==> config.mk <==
export PLATFORM = sky130hd
export DESIGN_NAME = codec_init_seq
export DESIGN_NICKNAME = d
export VERILOG_FILES = /design/src/rtl/codec_init_seq.sv
export SDC_FILE = /design/constraint.sdc
export NUM_CORES = 1
export LEC_CHECK = 0
export CORE_ASPECT_RATIO = 0.8
export CORE_MARGIN = 10
export CORE_UTILIZATION = 45
export DETAILED_ROUTE_END_ITERATION = 6
export HOLD_SLACK_MARGIN = 0.08
export PLACE_DENSITY = 0.67
export REMOVE_ABC_BUFFERS = 1
export SYNTH_ARGS = -nofsm -noshare
export SYNTH_HDL_FRONTEND = slang
export SYNTH_SLANG_ARGS = --single-unit
==> constraint.sdc <==
create_clock -name sys_clk -period 3.9 [get_ports sys_clk]
set_clock_uncertainty 0.15 [all_clocks]
set_input_delay 0.39 -clock sys_clk [delete_from_list [all_inputs] [get_ports sys_clk]]
set_output_delay 0.39 -clock sys_clk [all_outputs]
set_load 0.05 [all_outputs]
==> src/rtl/codec_init_seq.sv <==
// WM8731 power-up sequencer: walks a fixed register table, one i2c_write handshake per entry.
// Optional macro CODEC_VOLUME_EN adds a post-init headphone volume rewrite (R2/R3).
module codec_init_seq #(
   parameter logic [7:0]  DEV_ADDR       = 8'h34,
   parameter int unsigned SETTLE_CYCLES  = 50_000,
   parameter int unsigned TIMEOUT_CYCLES = 2_000_000,
   parameter bit          AUTO_START     = 1'b1
) (
   input  logic       sys_clk,
   input  logic       rst,
   input  logic       start,
`ifdef CODEC_VOLUME_EN
   input  logic       vol_set,
   input  logic [6:0] vol,
`endif
   output logic [7:0] i2c_addr,
   output logic [7:0] i2c_register,
   output logic [7:0] i2c_data,
   output logic       i2c_write,
   input  logic       i2c_done,
   output logic       busy,
   output logic       init_done,
   output logic       error,
   output logic [3:0] step
);

   typedef enum logic [2:0] {
      S_IDLE, S_LOAD, S_REQ, S_REL, S_SETTLE, S_DONE, S_ERROR
   } state_t;

   localparam logic [31:0] SETTLE_LIM  = 32'(SETTLE_CYCLES - 1);
   localparam logic [31:0] TIMEOUT_LIM = 32'(TIMEOUT_CYCLES - 1);

   // Table entry as {reg[6:0], val[8:0]}.
   function automatic logic [15:0] f_entry(input logic [3:0] idx);
      case (idx)
         4'd0:    f_entry = {7'd15, 9'h000};
         4'd1:    f_entry = {7'd0,  9'h017};
         4'd2:    f_entry = {7'd1,  9'h017};
         4'd3:    f_entry = {7'd2,  9'h079};
         4'd4:    f_entry = {7'd3,  9'h079};
         4'd5:    f_entry = {7'd4,  9'h012};
         4'd6:    f_entry = {7'd5,  9'h000};
         4'd7:    f_entry = {7'd6,  9'h000};
         4'd8:    f_entry = {7'd7,  9'h00A};
         4'd9:    f_entry = {7'd9,  9'h001};
         default: f_entry = 16'h0000;
      endcase
   endfunction

   state_t      r_state, w_state_nx;
   logic [3:0]  r_step, w_step_nx;
   logic [31:0] r_cnt, w_cnt_nx;
   logic        r_init_done, w_init_done_nx;
   logic        r_error, w_error_nx;
   logic        r_auto_pend;
   logic        r_i2c_write;
   logic        r_busy;
   logic [15:0] r_word, w_word_nx;
   logic        w_last;
`ifdef CODEC_VOLUME_EN
   logic [6:0]  r_vol, w_vol_nx;
`endif

   // Next-state, step, counter and status decode.
   always_comb begin
      w_state_nx     = r_state;
      w_step_nx      = r_step;
      w_cnt_nx       = r_cnt;
      w_init_done_nx = r_init_done;
      w_error_nx     = r_error;
`ifdef CODEC_VOLUME_EN
      w_vol_nx       = r_vol;
      w_last         = (r_step == 4'd9) || (r_step == 4'd11);
`else
      w_last         = (r_step == 4'd9);
`endif
      case (r_state)
         S_IDLE: begin
            if (start || (AUTO_START && r_auto_pend)) begin
               w_state_nx = S_LOAD;
               w_step_nx  = 4'd0;
            end else begin
               w_state_nx = S_IDLE;
            end
         end
         S_LOAD: begin
            w_state_nx = S_REQ;
            w_cnt_nx   = 32'd0;
         end
         S_REQ: begin
            if (i2c_done) begin
               w_state_nx = S_REL;
               w_cnt_nx   = 32'd0;
            end else if (r_cnt >= TIMEOUT_LIM) begin
               w_state_nx = S_ERROR;
               w_error_nx = 1'b1;
            end else begin
               w_cnt_nx = r_cnt + 32'd1;
            end
         end
         S_REL: begin
            if (!i2c_done) begin
               if (r_step == 4'd0) begin
                  w_state_nx = S_SETTLE;
                  w_cnt_nx   = 32'd0;
               end else if (w_last) begin
                  w_state_nx     = S_DONE;
                  w_init_done_nx = 1'b1;
               end else begin
                  w_state_nx = S_LOAD;
                  w_step_nx  = r_step + 4'd1;
               end
            end else if (r_cnt >= TIMEOUT_LIM) begin
               w_state_nx = S_ERROR;
               w_error_nx = 1'b1;
            end else begin
               w_cnt_nx = r_cnt + 32'd1;
            end
         end
         S_SETTLE: begin
            if (r_cnt >= SETTLE_LIM) begin
               w_state_nx = S_LOAD;
               w_step_nx  = 4'd1;
            end else begin
               w_cnt_nx = r_cnt + 32'd1;
            end
         end
         S_DONE: begin
            if (start) begin
               w_state_nx     = S_LOAD;
               w_step_nx      = 4'd0;
               w_init_done_nx = 1'b0;
`ifdef CODEC_VOLUME_EN
            end else if (vol_set) begin
               w_state_nx     = S_LOAD;
               w_step_nx      = 4'd10;
               w_init_done_nx = 1'b0;
               w_vol_nx       = vol;
`endif
            end else begin
               w_state_nx = S_DONE;
            end
         end
         S_ERROR: begin
            if (start) begin
               w_state_nx = S_LOAD;
               w_step_nx  = 4'd0;
               w_error_nx = 1'b0;
            end else begin
               w_state_nx = S_ERROR;
            end
         end
         default: begin
            w_state_nx = S_IDLE;
         end
      endcase
   end

   // Register word presented to i2c_write for the upcoming step.
   always_comb begin
      w_word_nx = f_entry(w_step_nx);
`ifdef CODEC_VOLUME_EN
      if (w_step_nx == 4'd10) begin
         w_word_nx = {7'd2, 2'b00, w_vol_nx};
      end else if (w_step_nx == 4'd11) begin
         w_word_nx = {7'd3, 2'b00, w_vol_nx};
      end else begin
         w_word_nx = f_entry(w_step_nx);
      end
`endif
   end

   // State, counters and registered outputs; rst drops i2c_write on the same edge.
   always_ff @(posedge sys_clk) begin
      if (rst) begin
         r_state     <= S_IDLE;
         r_step      <= 4'd0;
         r_cnt       <= 32'd0;
         r_init_done <= 1'b0;
         r_error     <= 1'b0;
         r_auto_pend <= 1'b1;
         r_i2c_write <= 1'b0;
         r_busy      <= 1'b0;
         r_word      <= f_entry(4'd0);
`ifdef CODEC_VOLUME_EN
         r_vol       <= 7'd0;
`endif
      end else begin
         r_state     <= w_state_nx;
         r_step      <= w_step_nx;
         r_cnt       <= w_cnt_nx;
         r_init_done <= w_init_done_nx;
         r_error     <= w_error_nx;
         r_auto_pend <= 1'b0;
         r_i2c_write <= (w_state_nx == S_REQ);
         r_busy      <= (w_state_nx inside {S_LOAD, S_REQ, S_REL, S_SETTLE});
         r_word      <= w_word_nx;
`ifdef CODEC_VOLUME_EN
         r_vol       <= w_vol_nx;
`endif
      end
   end

   assign i2c_addr     = DEV_ADDR;
   assign i2c_register = r_word[15:8];
   assign i2c_data     = r_word[7:0];
   assign i2c_write    = r_i2c_write;
   assign busy         = r_busy;
   assign init_done    = r_init_done;
   assign error        = r_error;
   assign step         = r_step;

endmodule

==> metrics <==
Post-synth EDFFs 0; fraction of met2 tracks used by global routing 0.217; hold-fix buffers at CTS 0; Max clock buf depth 2; Flop pwr share 0.460; crit-path cells or4_1 > or4_4 > nor4_4 > nor2_1 > o31ai_1 > inv_1 > ha_1 > mux2i_1 > o22ai_1; f_max 296 MHz; max cap viols 0; Cells after DPL 459; CP Launch Type flip-flop; worst path required time 3.94 ns; Synth Flop Type dfxtp_1; fraction of registers with async set/reset 0; row cnt 26; critical path type flip-flop to flip-flop; Filler cells 647; H-tree depth 2; Gate Count Post-Synth 368; WL final 7370 um; TritonCTS clock tree done; Hold Crit Class flip-flop to flip-flop; clk sink count 54; maximum VDD drop 201 uV; die width 111 um; area grow syn2layout 11.3%; Hold Fails Final Rpt 0; Switching Fraction 0.335; share of the synthesized area in the top cell type 0.360; Clk network pwr share 0.308; share of layout cells above drive strength 1 0.0601; CP peak stage delay 0.56 ns; synth warn 0; Vias/cell 5.89; min cycle time layout 3.38 ns; clk_lat worst skew 0.32 ns; count of cell types in the netlist 58; final instance area 3340 um2; sequential cell area 1080 um2; initial antenna violation count 0; hold slack final 0.342 ns; Critical Path AT 3.43 ns; multi-input logic area 1760 um2; Top Ports 36; post-DR wirelength/cell 15.8 um; postcts setup bufs 0; CTS Buf Count 5; first-pass GRT wire length 12,600 um; Die ar. 10,400 um2; met3 usage 0.0377; setup TNS 0 ns; Starting DRT DRC Count 202; most frequent cells in the layout dfxtp_1, nor2_1, nand2_1; P_sw 0.429 mW; Cell Int Power 0.852 mW; area leader, netlist dfxtp_1; ANT nets after route 0; Bufs and invs on worst path 1; Setup-failing EPs final 0; vias 2,751; total congestion overflow 0; # DRC 0; nets 394; combinational fraction of design power 0.232; busiest layer in global routing met2; fin cells 467; Die Ht 93.1 um; pin count of the biggest net entering global routing 27; RSZ-0062 raised after global routing false; PD cells 383 nW/um2; initial core utilization 0.466; leakage dissipation 1.20 nW; IO buf count 22; CP delay by family, top simple AND/OR/NAND/NOR gates; vias in the first global route 2,634; outcome completed; GPL Wtd Cong 0.886; commonest non-fill, non-tap cell in the layout dfxtp_1; worst-path fanout max 9; Tcrit/Tclk final 0.867; Max Slew Vio Count 0; Worst-path clk slew 0.11 ns; post-synthesis sequential area ratio 0.360; GRT Total Usage 0.140; Crit. End Element flip-flop; CTS resizes 0; drt pass-1 iters 5; Netlist Area Pre-Place 3000 um2; DP Area 3230 um2; met1 GRT Util 0.188; Synth area leaders dfxtp_1, nor2_1, nand2_1; CTS root buffer clkbuf_8; Antenna Cells 0; Slew @ Worst Pin 0.744 ns; flops & latches, synth 54; core area 6440 um2; relative slew slack 0.504; HPWL Detailed 5500 um; crit path max-delay cell type or4_4; Mapped Avg Cell Area 8.16 um2
## worst reg2reg max path: cells and delay by family, from the launching register on
family          cells  cell delay (ns)
mux                 1             0.15
flops               1             0.33
fa+ha+maj           1             0.27
compound gates      2             0.59
buf+inv             1             0.18
simple gates        4             1.59
## power by group through the flow
| stage | logic [mW] | registers, mW | clock network [mW] |
|---|---|---|---|
| global route | 0.326 | 0.594 | 0.428 |
| finish | 0.298 | 0.589 | 0.394 |
| detailed placement | 0.294 | 0.602 | 0 |
| floorplan | 0.195 | 0.617 | 0 |
| CTS | 0.295 | 0.589 | 0.404 |
| global placement | 0.291 | 0.602 | 0 |
## path summary, 6_finish.rpt
path | start | endpoint | slack (ns) | cells past startpoint
max | r_cnt[27]$_SDFFE_PP0P_ | r_word[1]$_SDFF_PP0_ | 0.52 | 9
min | r_cnt[27]$_SDFFE_PP0P_ | r_cnt[27]$_SDFFE_PP0P_ | 0.34 | 1
max reg2reg | r_cnt[27]$_SDFFE_PP0P_ | r_word[1]$_SDFF_PP0_ | 0.52 | 9
min reg2reg | r_cnt[27]$_SDFFE_PP0P_ | r_cnt[27]$_SDFFE_PP0P_ | 0.34 | 1
## synth_stat cells (8+ instances only)
cell type	count
nand2_1	31
ha_1	8
inv_1	9
and2_1	15
a31oi_1	9
nor3_1	13
nor2_1	37
dfxtp_1	54
o21ai_0	17
buf_4	15
clkbuf_1	10
a21oi_1	21
nand3_1	13
## kinds of logic after synthesis
logic type,synth area share
buffers and inverters,0.0691
other,0.00250
AO/OA/AOI/OAI,0.236
adder cells (fa/ha/maj),0.0333
AND/OR/NAND/NOR,0.273
XOR/XNOR,0.00583
multiplexers,0.0200
flip-flops,0.360
## stage by stage
stage	setup WS, ns	util	total power, mW
6_report	0.519	0.519	1.28
5_1_grt	0.336	0.519	1.35
4_1_cts	0.530	0.519	1.29
3_5_place_dp	0.545	0.501	0.896
3_3_place_gp	0.685	0.501	0.893
2_1_floorplan	0.923	-	0.811
## area by class of cell
class                           count  share of cell area
Timing Repair Buffer               26              0.0749
Clock buffer                        5              0.0206
Inverter                            9              0.0101
Sequential cell                    54               0.323
Multi-Input combinational cell    286               0.525
Tap cell                           84              0.0314
Clock inverter                      3              0.0142
## metal layers
| layer | up-vias | part of all wire |
|---|---|---|
| li1 | 1361 | - |
| met1 | 1313 | 0.50 |
| met2 | 72 | 0.43 |
| met3 | 5 | 0.055 |
| met4 | 0 | 0.0083 |
| met5 | - | 0 |
## registers in the layout, indices dropped and copies added (netlist names)
name / count
i2c_write: 1
r_state: 3
busy: 1
error: 1
r_cnt: 32
step: 4
init_done: 1
r_auto_pend: 1
r_word: 10
(Power assumes the default switching activity.)
==> patch 1, RTL diff (config.mk and constraints unchanged) <==
Put a register stage on the output `i2c_register`. The value now appears one clock later. The other outputs are not delayed to match.
--- a/src/rtl/codec_init_seq.sv
+++ b/src/rtl/codec_init_seq.sv
@@ -205,3 +205,5 @@
    assign i2c_addr     = DEV_ADDR;
-   assign i2c_register = r_word[15:8];
+   always_ff @(posedge sys_clk) begin
+      i2c_register <= r_word[15:8];
+   end
    assign i2c_data     = r_word[7:0];
Formal check against the unedited RTL: not equivalent (a bounded check fails within 4 cycles, from zero or initial values and one cycle with rst high).
==> patch 1 against the unedited design <==
  * Final area grew 7.2%
  * Sequential cell count up 4
  * Power is 11% higher
  * Area after synthesis is 6.5% higher
  * Worst setup slack better by 220 ps
  * Via count up 1.0%
  * Routed wire length is 2.1% higher
  * Clock power grew 57%
  * Count of clock-buffer cells in the layout grew 6
  * Largest cell class unchanged
==> patch 1: results (changes against the unedited design) <==
metric,value,unit,change
grt.total_usage,14.31,%,was 13.98%
final_nets,404,,was 394
synth-xor-area-share,1.095,%,was 0.5831%
cts-buffers-inserted,9,,was 5
vias_per_cell,5.742,,was 5.891
top_regs,"r_cnt: 32 flops, r_word: 10 flops",,
drt-pass1-iter-count,5,,unchanged
drive_above_1_share,9.572,%,was 6.005%
synth_adder_area_share,3.127,%,was 3.332%
slowest_stage,a211oi_1,,was or4_4
clk_latency,350,ps,was 320 ps
place_worst_setup_slack,731.1,ps,was 544.7 ps
holdWs,177.0,ps,was 342.0 ps
ff2ff_setup_slack,740,ps,was 520 ps
synth_compound_area_share,21.23,%,was 23.62%
seq_area_frac_synth,36.28,%,was 35.99%
vdd_drop_max,214.4,uV,was 201.1 uV
ys.warnings.count,0,,unchanged
hpwlAfterDp,5.390,mm,was 5.503 mm
cts_resized,0,,unchanged
grt_pass1_wl,12.72,mm,was 12.65 mm
drc,0,,unchanged
n_fill_cell,662,,was 647
drt_iter0_drc,137,,was 202
leakagePower,1.351,nW,was 1.203 nW
yosys-top-cells-count,"58 x dfxtp_1, 33 x nor2_1, 26 x nand2_1",,"was 54 x dfxtp_1, 37 x nor2_1, 31 x nand2_1"
clkTransAtPathRegs,60,ps,was 110 ps
ctsHtreeMaxLevel,3,,was 2
post-cts-setup-buffers,0,,unchanged
synthMuxAreaShare,1.916,%,was 1.999%
status,"complete, no violations",,unchanged
cp_max_fo,10,,was 9
gp_congestion,0.9058,,was 0.8861
yosysUniqueCellTypes,63,,was 58
wl_per_cell,15.54,um,was 15.78 um
antenna_found_initial,0,,unchanged
grt_pass1_vias,2584,,"was 2,634"
slowest_delay,650,ps,was 560 ps
hold_start,r_word[11]$_SDFF_PP1_,,was r_cnt[27]$_SDFFE_PP0P_
holdPathStages,0,,was 1
hp-class,flop to flop,,unchanged
min_to,i2c_register[3]$_DFF_P_,,was r_cnt[27]$_SDFFE_PP0P_
root_buffer,clkbuf_8,,unchanged
grt_start_max_net_pins,26,,was 27
yosys-top-cells-area,"dfxtp_1 36%, buf_4 4.7%, nor2_1 3.9%",,"was dfxtp_1 36%, nor2_1 4.6%, nand2_1 3.9%"
diodes,0,,unchanged
timing.rr.end,r_cnt[21]$_SDFFE_PP0P_,,was r_word[1]$_SDFF_PP0_
tightest_slew,769.1,ps,was 744.1 ps
clockBufferDepth,2,,unchanged
crit_arrival,3250,ps,was 3430 ps
portBuffers,22,,unchanged
r2r_start,r_cnt[0]$_SDFFE_PP0P_,,was r_cnt[27]$_SDFFE_PP0P_
reg2reg_depth,7,,was 9
ys_async_sr_fraction,0,%,unchanged
==> patch 1: cell types whose count changed after synthesis, moves of 4 or more <==
cell | unedited run | this run
nor2_1 | 37 | 33
or4_1 | 6 | 2
clkbuf_1 | 10 | 16
nand3_1 | 13 | 20
o21ai_0 | 17 | 21
buf_4 | 15 | 20
nand2_1 | 31 | 26
dfxtp_1 | 54 | 58
==> patch 1: cells by family after synthesis <==
kind of cell | after synthesis
compound gates | 100
xor+xnor | 4
buf+inv | 50
fa+ha+maj | 8
simple gates | 156
mux | 6
flops | 58
other cells | 2
==> patch 1: metrics by stage <==
stage               instances  area (um^2)  power (mW)  utilization (%)
global placement          468         3364      0.8081            48.82
global route              484         3583       1.481            52.00
finish                    484         3583       1.417            52.00
CTS                       484         3583       1.428            52.00
floorplan                 355         3005      0.7592                -
detailed placement        468         3364      0.8083            48.82
==> patch 1: worst max-delay path by stage <==
stage | slack (ps) | end | startpoint | cells after the start
after floorplan | 1010 | r_word[3]$_SDFF_PP0_ | r_cnt[0]$_SDFFE_PP0P_ | 8
after global placement | 840 | r_cnt[24]$_SDFFE_PP0P_ | r_cnt[0]$_SDFFE_PP0P_ | 7
after detailed placement | 730 | r_cnt[21]$_SDFFE_PP0P_ | r_cnt[0]$_SDFFE_PP0P_ | 7
after CTS | 720 | r_cnt[21]$_SDFFE_PP0P_ | r_cnt[0]$_SDFFE_PP0P_ | 7
after global routing | 480 | r_cnt[21]$_SDFFE_PP0P_ | r_cnt[0]$_SDFFE_PP0P_ | 7
final | 740 | r_cnt[21]$_SDFFE_PP0P_ | r_cnt[0]$_SDFFE_PP0P_ | 7
==> patch 1: report_power, final <==
part           internal, mW  leakage, nW  switching [mW]
registers             0.600        0.469          0.0166
logic                0.0495        0.773           0.132
clock network         0.375        0.109           0.245
==> patch 1: area by class of cell <==
cell class	instances	area, um^2	area share, %
tap	87	108.9	3.038
multi-input combinational	287	1807	50.42
sequential	58	1161	32.40
clock buffer	11	141.4	3.946
timing repair buffer	26	250.2	6.983
inverter	10	37.54	1.047
clock inverter	5	77.57	2.165
==> patch 1: critical path, delay by kind of cell, from the launching register on <==
kind	cells	cell delay, ps
flops	1	390
compound gates	3	1670
fa+ha+maj	1	210
simple gates	3	640
==> patch 1: per-layer routing <==
layer / part of all wire (%) / global-route usage (%) / vias up
met5: 0 / 0 / -
met4: 1.5 / 4.896 / 0
met3: 7.1 / 6.403 / 15
met2: 42 / 20.50 / 80
met1: 50 / 18.65 / 1291
li1: - / - / 1393
==> patch 2, RTL diff (same flow settings) <==
Without the edit above. Set the parameter `AUTO_START` to 1'b0 (it was 1'b1).
--- a/src/rtl/codec_init_seq.sv
+++ b/src/rtl/codec_init_seq.sv
@@ -6,3 +6,3 @@
    parameter int unsigned TIMEOUT_CYCLES = 2_000_000,
-   parameter bit          AUTO_START     = 1'b1
+   parameter bit          AUTO_START     = 1'b0
 ) (
Formal check against the unedited RTL: not equivalent (Yosys sat finds a counterexample within 4 cycles, from zero or initial values and one cycle with rst high).
==> patch 2 against the unedited design <==
  * Worst setup slack gained 280 ps
  * Sequential cell count is 1 lower
  * Routed wire length up 2.0%
  * Final area up 0.94%
  * Area after synthesis grew 4.0%
  * Worst hold slack gained 6.3 ps
  * Power shrank 12%
  * Combinational power decreased by 21%
  * Largest power group unchanged
==> patch 2: results (changes against the unedited design) <==
metric,value,unit,change
dp_cells,461,,was 459
place_worst_setup_slack,538.2,ps,was 544.7 ps
dpl-instance-area,0.003287,mm^2,was 0.003227 mm^2
hpwlAfterDp,5.333,mm,was 5.503 mm
gp_congestion,0.8418,,was 0.8861
leakagePower,1.270,nW,was 1.203 nW
area_delta_synth_final,8.053,%,was 11.29%
yosysUniqueCellTypes,69,,was 58
gr-usage-met3,3.422,%,was 3.768%
use_met2,20.31,%,was 21.73%
dr_total_vias,2740,,"was 2,751"
status,"complete, no violations",,unchanged
synth_adder_area_share,3.205,%,was 3.332%
period_share,79.41,%,was 86.69%
synthMuxAreaShare,0.9615,%,was 1.999%
slowest_delay,530,ps,was 560 ps
grt_pass1_vias,2533,,"was 2,634"
grt.total_usage,13.52,%,was 13.98%
final_nets,393,,was 394
p_sw,0.3723,mW,was 0.4289 mW
postRouteWirelength,7.513,mm,was 7.368 mm
yosys-top-cells-area,"dfxtp_1 34%, buf_4 3.8%, nand2_1 3.6%",,"was dfxtp_1 36%, nor2_1 4.6%, nand2_1 3.9%"
cp_max_fo,7,,was 9
synth-xor-area-share,0.8413,%,was 0.5831%
seq_area_frac_synth,33.97,%,was 35.99%
grt_pass1_wl,12.26,mm,was 12.65 mm
critPathCapture,r_word[0]$_SDFF_PP0_,,was r_word[1]$_SDFF_PP0_
slowest_stage,o32ai_1,,was or4_4
yosys-top-cells-count,"53 x dfxtp_1, 30 x nand2_1, 25 x nor2_1",,"was 54 x dfxtp_1, 37 x nor2_1, 31 x nand2_1"
crit_arrival,3180,ps,was 3430 ps
synth_compound_area_share,23.88,%,was 23.62%
grt_start_max_net_pins,31,,was 27
vdd_drop_max,199.8,uV,was 201.1 uV
[patch 2: cell count changes after synthesis, moves of 4 or more]
cell	delta
nand4_1	+5
or2_2	+4
clkbuf_1	-7
buf_6	+6
nor3_1	-4
nor2_1	-12
o31ai_1	-4
or4_1	-6
[patch 2: layout make-up]
| class | instances | share of cell area (%) |
|---|---|---|
| clock inverters | 2 | 0.4449 |
| inverters | 8 | 0.8899 |
| multi-input cells | 288 | 54.65 |
| clock buffers | 6 | 2.151 |
| well taps | 87 | 3.226 |
| repair buffers | 25 | 7.193 |
| flip-flops and latches | 53 | 31.44 |
[patch 2: power by group through the flow]
stage / sequential [mW] / clock [mW] / combinational (mW)
3_3_place_gp: 0.586 / 0 / 0.231
4_1_cts: 0.575 / 0.323 / 0.233
3_5_place_dp: 0.588 / 0 / 0.231
6_report: 0.575 / 0.315 / 0.236
5_1_grt: 0.578 / 0.341 / 0.255
2_1_floorplan: 0.597 / 0 / 0.153
[patch 2: cell families after synthesis]
family                   count (synthesis)
AND/OR/NAND/NOR                        157
AO/OA/AOI/OAI                          104
flip-flops                              53
buffers and inverters                   39
adder cells (fa/ha/maj)                  8
XOR/XNOR                                 3
multiplexers                             3
other                                    2
[patch 2: how the worst min path moves through the flow]
stage	endpoint	slack (ps)
3_3_place_gp	r_cnt[27]$_SDFFE_PP0P_	320
5_1_grt	r_cnt[29]$_SDFFE_PP0P_	360
3_5_place_dp	r_cnt[27]$_SDFFE_PP0P_	330
4_1_cts	r_cnt[27]$_SDFFE_PP0P_	350
2_1_floorplan	r_cnt[27]$_SDFFE_PP0P_	300
6_report	r_cnt[27]$_SDFFE_PP0P_	350
[patch 2: layer usage]
layer,share of wire [%],vias up
met5,0,-
met4,0.75,0
met3,6.2,7
met2,42,90
met1,51,1279
li1,-,1364
[patch 2: critical path: cells and delay by family (launching register included)]
kind,cells,cell delay [ps]
AO/OA/AOI/OAI,3,940
adder cells (fa/ha/maj),1,330
buffers and inverters,1,50
flip-flops,1,340
AND/OR/NAND/NOR,4,1200
